## config.mk

```make
export PLATFORM = sky130hd
export DESIGN_NAME = donut_uart_tx
export DESIGN_NICKNAME = d
export VERILOG_FILES = /design/src/rtl/donut_uart_pkg.sv /design/src/rtl/donut_uart_fifo.sv /design/src/rtl/donut_uart_tx.sv
export SDC_FILE = /design/constraint.sdc
export NUM_CORES = 1
export LEC_CHECK = 0
export ABC_AREA = 1
export BUFFER_PORTS_ARGS = -buffer_cell sky130_fd_sc_hd__buf_4
export CAP_MARGIN = 20
export CORE_MARGIN = 2
export CORE_UTILIZATION = 55
export CTS_CLUSTER_SIZE = 40
export DETAILED_ROUTE_END_ITERATION = 6
export GPL_ROUTABILITY_DRIVEN = 0
export PLACE_DENSITY_LB_ADDON = 0.3
export SETUP_SLACK_MARGIN = 0.15
export SLEW_MARGIN = 30
export SYNTH_ARGS = -nofsm -noshare
export SYNTH_HDL_FRONTEND = slang
export SYNTH_SLANG_ARGS = --single-unit
```

## constraint.sdc

```tcl
create_clock -name clk -period 5.35 [get_ports clk]
set_input_delay 0.535 -clock clk [delete_from_list [all_inputs] [get_ports clk]]
set_output_delay 0.535 -clock clk [all_outputs]
set_load 0.005 [all_outputs]
```

## src/rtl/donut_uart_pkg.sv

```systemverilog
// Shared types and constants for the donut UART transmitter.
package donut_uart_pkg;

  typedef enum logic [1:0] {
    IDLE  = 2'd0,
    START = 2'd1,
    DATA  = 2'd2,
    STOP  = 2'd3
  } tx_state_t;

  localparam logic [7:0] ASCII_CR = 8'h0D;
  localparam logic [7:0] ASCII_LF = 8'h0A;

  // Bits needed to index 'value' entries; evaluated at elaboration only.
  function automatic int clog2(input int value);
    int r;
    r = 0;
    for (int i = 0; i < 31; i++) begin
      if ((1 << i) < value) r = i + 1;
    end
    return r;
  endfunction

endpackage

```

## src/rtl/donut_uart_fifo.sv

```systemverilog
// Character buffer, no added latency (head visible while non-empty).
// Pushes are dropped while full and pops while empty; full/empty come from registered pointers only.
module donut_uart_fifo
  import donut_uart_pkg::*;
#(
  parameter int WIDTH = 8,
  parameter int DEPTH = 4
) (
  input  logic             clk,
  input  logic             rst,
  input  logic             i_push,
  input  logic [WIDTH-1:0] i_push_dat,
  input  logic             i_pop,
  output logic [WIDTH-1:0] o_head_dat,
  output logic             o_full,
  output logic             o_empty
);

  localparam int AW = clog2(DEPTH);
  localparam logic [AW:0] PTR_ONE = {{AW{1'b0}}, 1'b1};

  logic [AW:0]      r_wr_ptr;
  logic [AW:0]      r_rd_ptr;
  logic [WIDTH-1:0] r_mem [DEPTH];
  logic             w_push_ok;
  logic             w_pop_ok;

  // Extra pointer MSB separates full (MSB differs) from empty (equal).
  assign o_empty    = (r_wr_ptr == r_rd_ptr);
  assign o_full     = (r_wr_ptr[AW] != r_rd_ptr[AW]) &&
                      (r_wr_ptr[AW-1:0] == r_rd_ptr[AW-1:0]);
  assign w_push_ok  = i_push && !o_full;
  assign w_pop_ok   = i_pop && !o_empty;
  assign o_head_dat = r_mem[r_rd_ptr[AW-1:0]];

  always_ff @(posedge clk) begin
    if (rst) begin
      r_wr_ptr <= '0;
      r_rd_ptr <= '0;
    end else begin
      if (w_push_ok) r_wr_ptr <= r_wr_ptr + PTR_ONE;
      if (w_pop_ok)  r_rd_ptr <= r_rd_ptr + PTR_ONE;
    end
  end

  always_ff @(posedge clk) begin
    if (w_push_ok) r_mem[r_wr_ptr[AW-1:0]] <= i_push_dat;
  end

endmodule

```

## src/rtl/donut_uart_tx.sv

```systemverilog
// 8N1 LSB-first UART transmitter with a small character FIFO; first start bit one clock after acceptance.
// char_ready = FIFO not full. Define UART_CRLF_EN to send CR ahead of every LF.
module donut_uart_tx
  import donut_uart_pkg::*;
#(
  parameter int DIVISOR    = 417,
  parameter int FIFO_DEPTH = 4
) (
  input  logic       clk,
  input  logic       rst,
  input  logic [7:0] char_data,
  input  logic       char_valid,
  output logic       char_ready,
  output logic       tx,
  output logic       busy
);

  localparam logic [15:0] BAUD_LOAD = 16'(DIVISOR - 1);

  tx_state_t   r_state;
  tx_state_t   w_state_nxt;
  logic [15:0] r_baud;
  logic [15:0] w_baud_nxt;
  logic [2:0]  r_bit;
  logic [2:0]  w_bit_nxt;
  logic [7:0]  r_sr;
  logic [7:0]  w_sr_nxt;
  logic        r_tx;
  logic        w_tx_nxt;
  logic        w_full;
  logic        w_empty;
  logic        w_pop;
  logic        w_load;
  logic        w_bit_end;
  logic        w_insert_cr;
  logic [7:0]  w_head;

`ifdef UART_CRLF_EN
  logic r_cr_done;
  logic w_cr_done_nxt;

  assign w_insert_cr = (w_head == ASCII_LF) && !r_cr_done;
`else
  assign w_insert_cr = 1'b0;
`endif

  donut_uart_fifo #(
    .WIDTH (8),
    .DEPTH (FIFO_DEPTH)
  ) u_fifo (
    .clk        (clk),
    .rst        (rst),
    .i_push     (char_valid),
    .i_push_dat (char_data),
    .i_pop      (w_pop),
    .o_head_dat (w_head),
    .o_full     (w_full),
    .o_empty    (w_empty)
  );

  assign w_bit_end  = (r_baud == 16'd0);
  assign char_ready = !w_full;
  assign busy       = (r_state != IDLE) || !w_empty;
  assign tx         = r_tx;

  always_ff @(posedge clk) begin
    if (rst) begin
      r_state <= IDLE;
      r_baud  <= '0;
      r_bit   <= '0;
      r_sr    <= '0;
      r_tx    <= 1'b1;
    end else begin
      r_state <= w_state_nxt;
      r_baud  <= w_baud_nxt;
      r_bit   <= w_bit_nxt;
      r_sr    <= w_sr_nxt;
      r_tx    <= w_tx_nxt;
    end
  end

`ifdef UART_CRLF_EN
  always_ff @(posedge clk) begin
    if (rst) r_cr_done <= 1'b0;
    else     r_cr_done <= w_cr_done_nxt;
  end
`endif

  always_comb begin
    w_state_nxt = r_state;
    w_baud_nxt  = r_baud;
    w_bit_nxt   = r_bit;
    w_sr_nxt    = r_sr;
    w_load      = 1'b0;
    w_pop       = 1'b0;
`ifdef UART_CRLF_EN
    w_cr_done_nxt = r_cr_done;
`endif
    case (r_state)
      IDLE: begin
        if (!w_empty) w_load = 1'b1;
      end
      START: begin
        if (w_bit_end) begin
          w_state_nxt = DATA;
          w_baud_nxt  = BAUD_LOAD;
          w_bit_nxt   = 3'd0;
        end else begin
          w_baud_nxt = r_baud - 16'd1;
        end
      end
      DATA: begin
        if (w_bit_end) begin
          w_baud_nxt = BAUD_LOAD;
          w_sr_nxt   = {1'b0, r_sr[7:1]};
          if (r_bit == 3'd7) w_state_nxt = STOP;
          else               w_bit_nxt   = r_bit + 3'd1;
        end else begin
          w_baud_nxt = r_baud - 16'd1;
        end
      end
      STOP: begin
        if (w_bit_end) begin
          if (!w_empty) w_load = 1'b1;
          else          w_state_nxt = IDLE;
        end else begin
          w_baud_nxt = r_baud - 16'd1;
        end
      end
      default: w_state_nxt = IDLE;
    endcase
    // Starting a frame: an inserted CR leaves the LF at the FIFO head for the next frame.
    if (w_load) begin
      w_state_nxt = START;
      w_baud_nxt  = BAUD_LOAD;
      w_pop       = !w_insert_cr;
      w_sr_nxt    = w_insert_cr ? ASCII_CR : w_head;
`ifdef UART_CRLF_EN
      w_cr_done_nxt = w_insert_cr;
`endif
    end
  end

  always_comb begin
    w_tx_nxt = 1'b1;
    case (w_state_nxt)
      START:   w_tx_nxt = 1'b0;
      DATA:    w_tx_nxt = w_sr_nxt[0];
      default: w_tx_nxt = 1'b1;
    endcase
  end

endmodule

```

==> impl_metrics.py <==
metrics = {
    "grt": {
        "grt_pass1_vias": 2458,
        "grt_use_met1_pct": 24.1,
        "antenna_found_initial": 0,
        "grt_pass1_wl_um": 10900,
        "met2_usage_pct": 34.0,
        "track_usage_pct": 19.6,
        "grt_max_degree": 28,
        "met3_usage_pct": 3.26,
        "grt-ovfl-total": 0,
        "grt.busiest_layer": "met2",
    },
    "finish": {
        "area_growth_pct": 10.7,
        "drive_gt1_share_pct": 13.3,
        "final_common_cell": "nand2_1",
        "layout.nets": 447,
        "final_cell_mix": "nand2_1, nor2_1, inv_1",
        "final_area_sq_mm": 0.00386,
        "fin_util_pct": 61.8,
        "insertedDiodeCount": 0,
    },
    "floorplanning": {
        "core-area_sq_mm": 0.00624,
        "start_util_pct": 55.9,
        "die_w_um": 83.6,
        "die_area_sq_mm": 0.00700,
        "die-height_um": 83.6,
        "ioPinCount": 14,
        "num_rows": 29,
    },
    "yosys": {
        "yosysWarnings": 0,
        "synth_cells": 407,
        "netlist_area_sq_mm": 0.00349,
        "ys_ff_latch": 70,
        "syn_nets": 432,
        "syn_avg_cell_area_sq_um": 8.57,
        "synth.distinct_cells": 34,
        "ys_seq_area_share_pct": 49.4,
    },
    "place": {
        "hpwl_um": 4600,
        "portBuffers": 13,
        "pre_cts_slack_ns": 3.32,
        "post_dp_cell_area_sq_mm": 0.00363,
    },
    "clocking": {
        "cts_sinks": 70,
        "path_clk_slew_ns": 0.08,
        "clk_latency_ns": 0.35,
        "ctsLongestPathBuffers": 2,
        "postCtsHoldBufs": 0,
        "h-tree-depth": 3,
        "cts_setup_buffers": 0,
        "cts_tree": "built",
        "cts.repair.resized": 0,
        "numCtsBuffers": 9,
        "cts.root.buffer_cell": "clkbuf_8",
    },
    "worst_setup_path": {
        "cp-start-kind": "register",
        "cp_data_arrival_time_ns": 2.34,
        "critical_path.endpoint_type": "register",
        "rrSetupSlack_ns": 3.29,
        "worstSetupPathType": "reg -> reg",
        "critPathMaxFanout": 27,
        "cp.required_ns": 5.63,
        "reg2regPathDepth": 14,
    },
    "detailed_routing": {
        "postRouteAntennaNets": 0,
        "wl_um": 6580,
        "drtIter0Drc": 109,
        "wire_per_inst_um": 13.0,
        "vias_per_cell": 5.32,
        "via_count": 2683,
        "drt_pass1_iterations": 4,
        "drcViolationCount": 0,
    },
    "min_path": {
        "holdPathStages": 1,
        "worstHoldPathType": "in -> reg",
    },
    "timing": {
        "fmax_ghz": 0.485,
        "finalSetupViolations": 0,
        "slew_headroom_pct": 48.7,
        "hold_viol": 0,
        "worstMarginPinSlew_ns": 0.767,
        "rsz0062_at_grt": "false",
        "layout_worst_path_cycle_share_pct": 38.5,
        "finClkSkew_ns": 0.00962,
        "post-route-min-period_ns": 2.06,
        "slew_viol_final": 0,
        "tns_ns": 0,
        "fin_ws_ns": 3.29,
    },
    "outcome": {
        "status": "finished, final reports clean",
    },
    "pwr": {
        "power.leakage_nw": 1.62,
        "power.density_mw_per_mm2": 625,
        "peakVddDrop_v": 0.000351,
        "power_mw": 2.41,
    },
    "flow_run": {
        "drv_cap": 0,
    },
}
## flip-flops by register name, summed over array words and instances, names as in the netlist, named ones only
name and count:
u_fifo.r_mem 32, tx 1, r_state 2, u_fifo.r_rd_ptr 3, r_baud 16, r_bit 3
r_sr 8, u_fifo.r_wr_ptr 3
## cells in the mapped netlist
| cell type | count | area (sq um) |
|---|---|---|
| a211oi_1 | 1 | 7.51 |
| a21oi_1 | 22 | 110 |
| a21oi_2 | 1 | 8.76 |
| a31oi_1 | 7 | 43.8 |
| and3_1 | 1 | 6.26 |
| buf_2 | 2 | 10.0 |
| buf_6 | 2 | 22.5 |
| clkbuf_1 | 5 | 18.8 |
| dfxtp_1 | 38 | 761 |
| edfxtp_1 | 32 | 961 |
| ha_1 | 14 | 175 |
| inv_1 | 42 | 158 |
| inv_2 | 2 | 7.51 |
| inv_8 | 1 | 11.3 |
| nand2_1 | 80 | 300 |
| nand2_2 | 8 | 50.1 |
| nand2_4 | 3 | 33.8 |
| nand3_1 | 24 | 120 |
| nand3_4 | 1 | 17.5 |
| nand3b_1 | 1 | 7.51 |
| nand4_1 | 4 | 25.0 |
| nor2_1 | 53 | 199 |
| nor2_2 | 3 | 18.8 |
| nor2_4 | 6 | 67.6 |
| nor3_1 | 2 | 10.0 |
| nor3_2 | 2 | 20.0 |
| nor3b_1 | 2 | 15.0 |
| nor3b_2 | 1 | 12.5 |
| nor4_1 | 1 | 6.26 |
| o21ai_0 | 25 | 125 |
| o21ai_1 | 6 | 30.0 |
| o22ai_1 | 1 | 6.26 |
| o32ai_1 | 8 | 70.1 |
| xor2_1 | 6 | 52.6 |
## worst paths after layout
check / startpoint / to
min reg2reg: r_baud[14] / r_baud[14]
max: r_baud[0] / r_baud[7]
min: char_data[6] / u_fifo.r_mem[0][6]
max reg2reg: r_baud[0] / r_baud[7]
## cells by family (layout without fill, tap and decap cells)
kind of cell    after synthesis  count (layout)  synth area share [%]
buf+inv                      54              74                  6.53
xor+xnor                      6               6                  1.51
compound gates               71              71                  11.5
flops                        70              70                  49.4
fa+ha+maj                    14              14                  5.02
simple gates                192             192                  26.1
## layer usage
metal,share of wire [%],up-vias
met5,0,-
met4,1.8,0
met3,2.3,12
met2,51,32
met1,45,1250
li1,-,1389
## worst max-delay path, stage by stage, from the launching register on
cell and delay [ns]:
dfxtp_1 0.31, inv_1 0.11, ha_1 0.18, inv_1 0.06
nor2_1 0.11, nand2_1 0.10, nor2_4 0.11, nand2_4 0.09
inv_8 0.09, nand2_4 0.07, nand2_4 0.07, nand3_4 0.25
nand2_2 0.20, o21ai_0 0.11, a21oi_1 0.13
## report_power, final
part | total [mW] | switching (mW) | internal [mW]
registers | 0.777 | 0.105 | 0.672
clock network | 0.487 | 0.209 | 0.279
logic | 1.15 | 0.755 | 0.393
total | 2.41 | 1.07 | 1.34
## layout make-up
type / count / area (sq um)
Clock inverter: 6 / 91.3
Sequential cell: 70 / 1720
Multi-Input combinational cell: 283 / 1540
Fill cell: 544 / 2380
Tap cell: 77 / 96.3
Clock buffer: 10 / 138
Inverter: 45 / 176
Timing Repair Buffer: 13 / 97.6
## per-stage QoR
stage	hold slack, ns	std cells
final	0.381	504
after global routing	0.377	504
after CTS	0.376	504
after detailed placement	0.458	488
after global placement	0.451	488
after floorplan	0.439	407
Power figures use the tool's default switching activity.
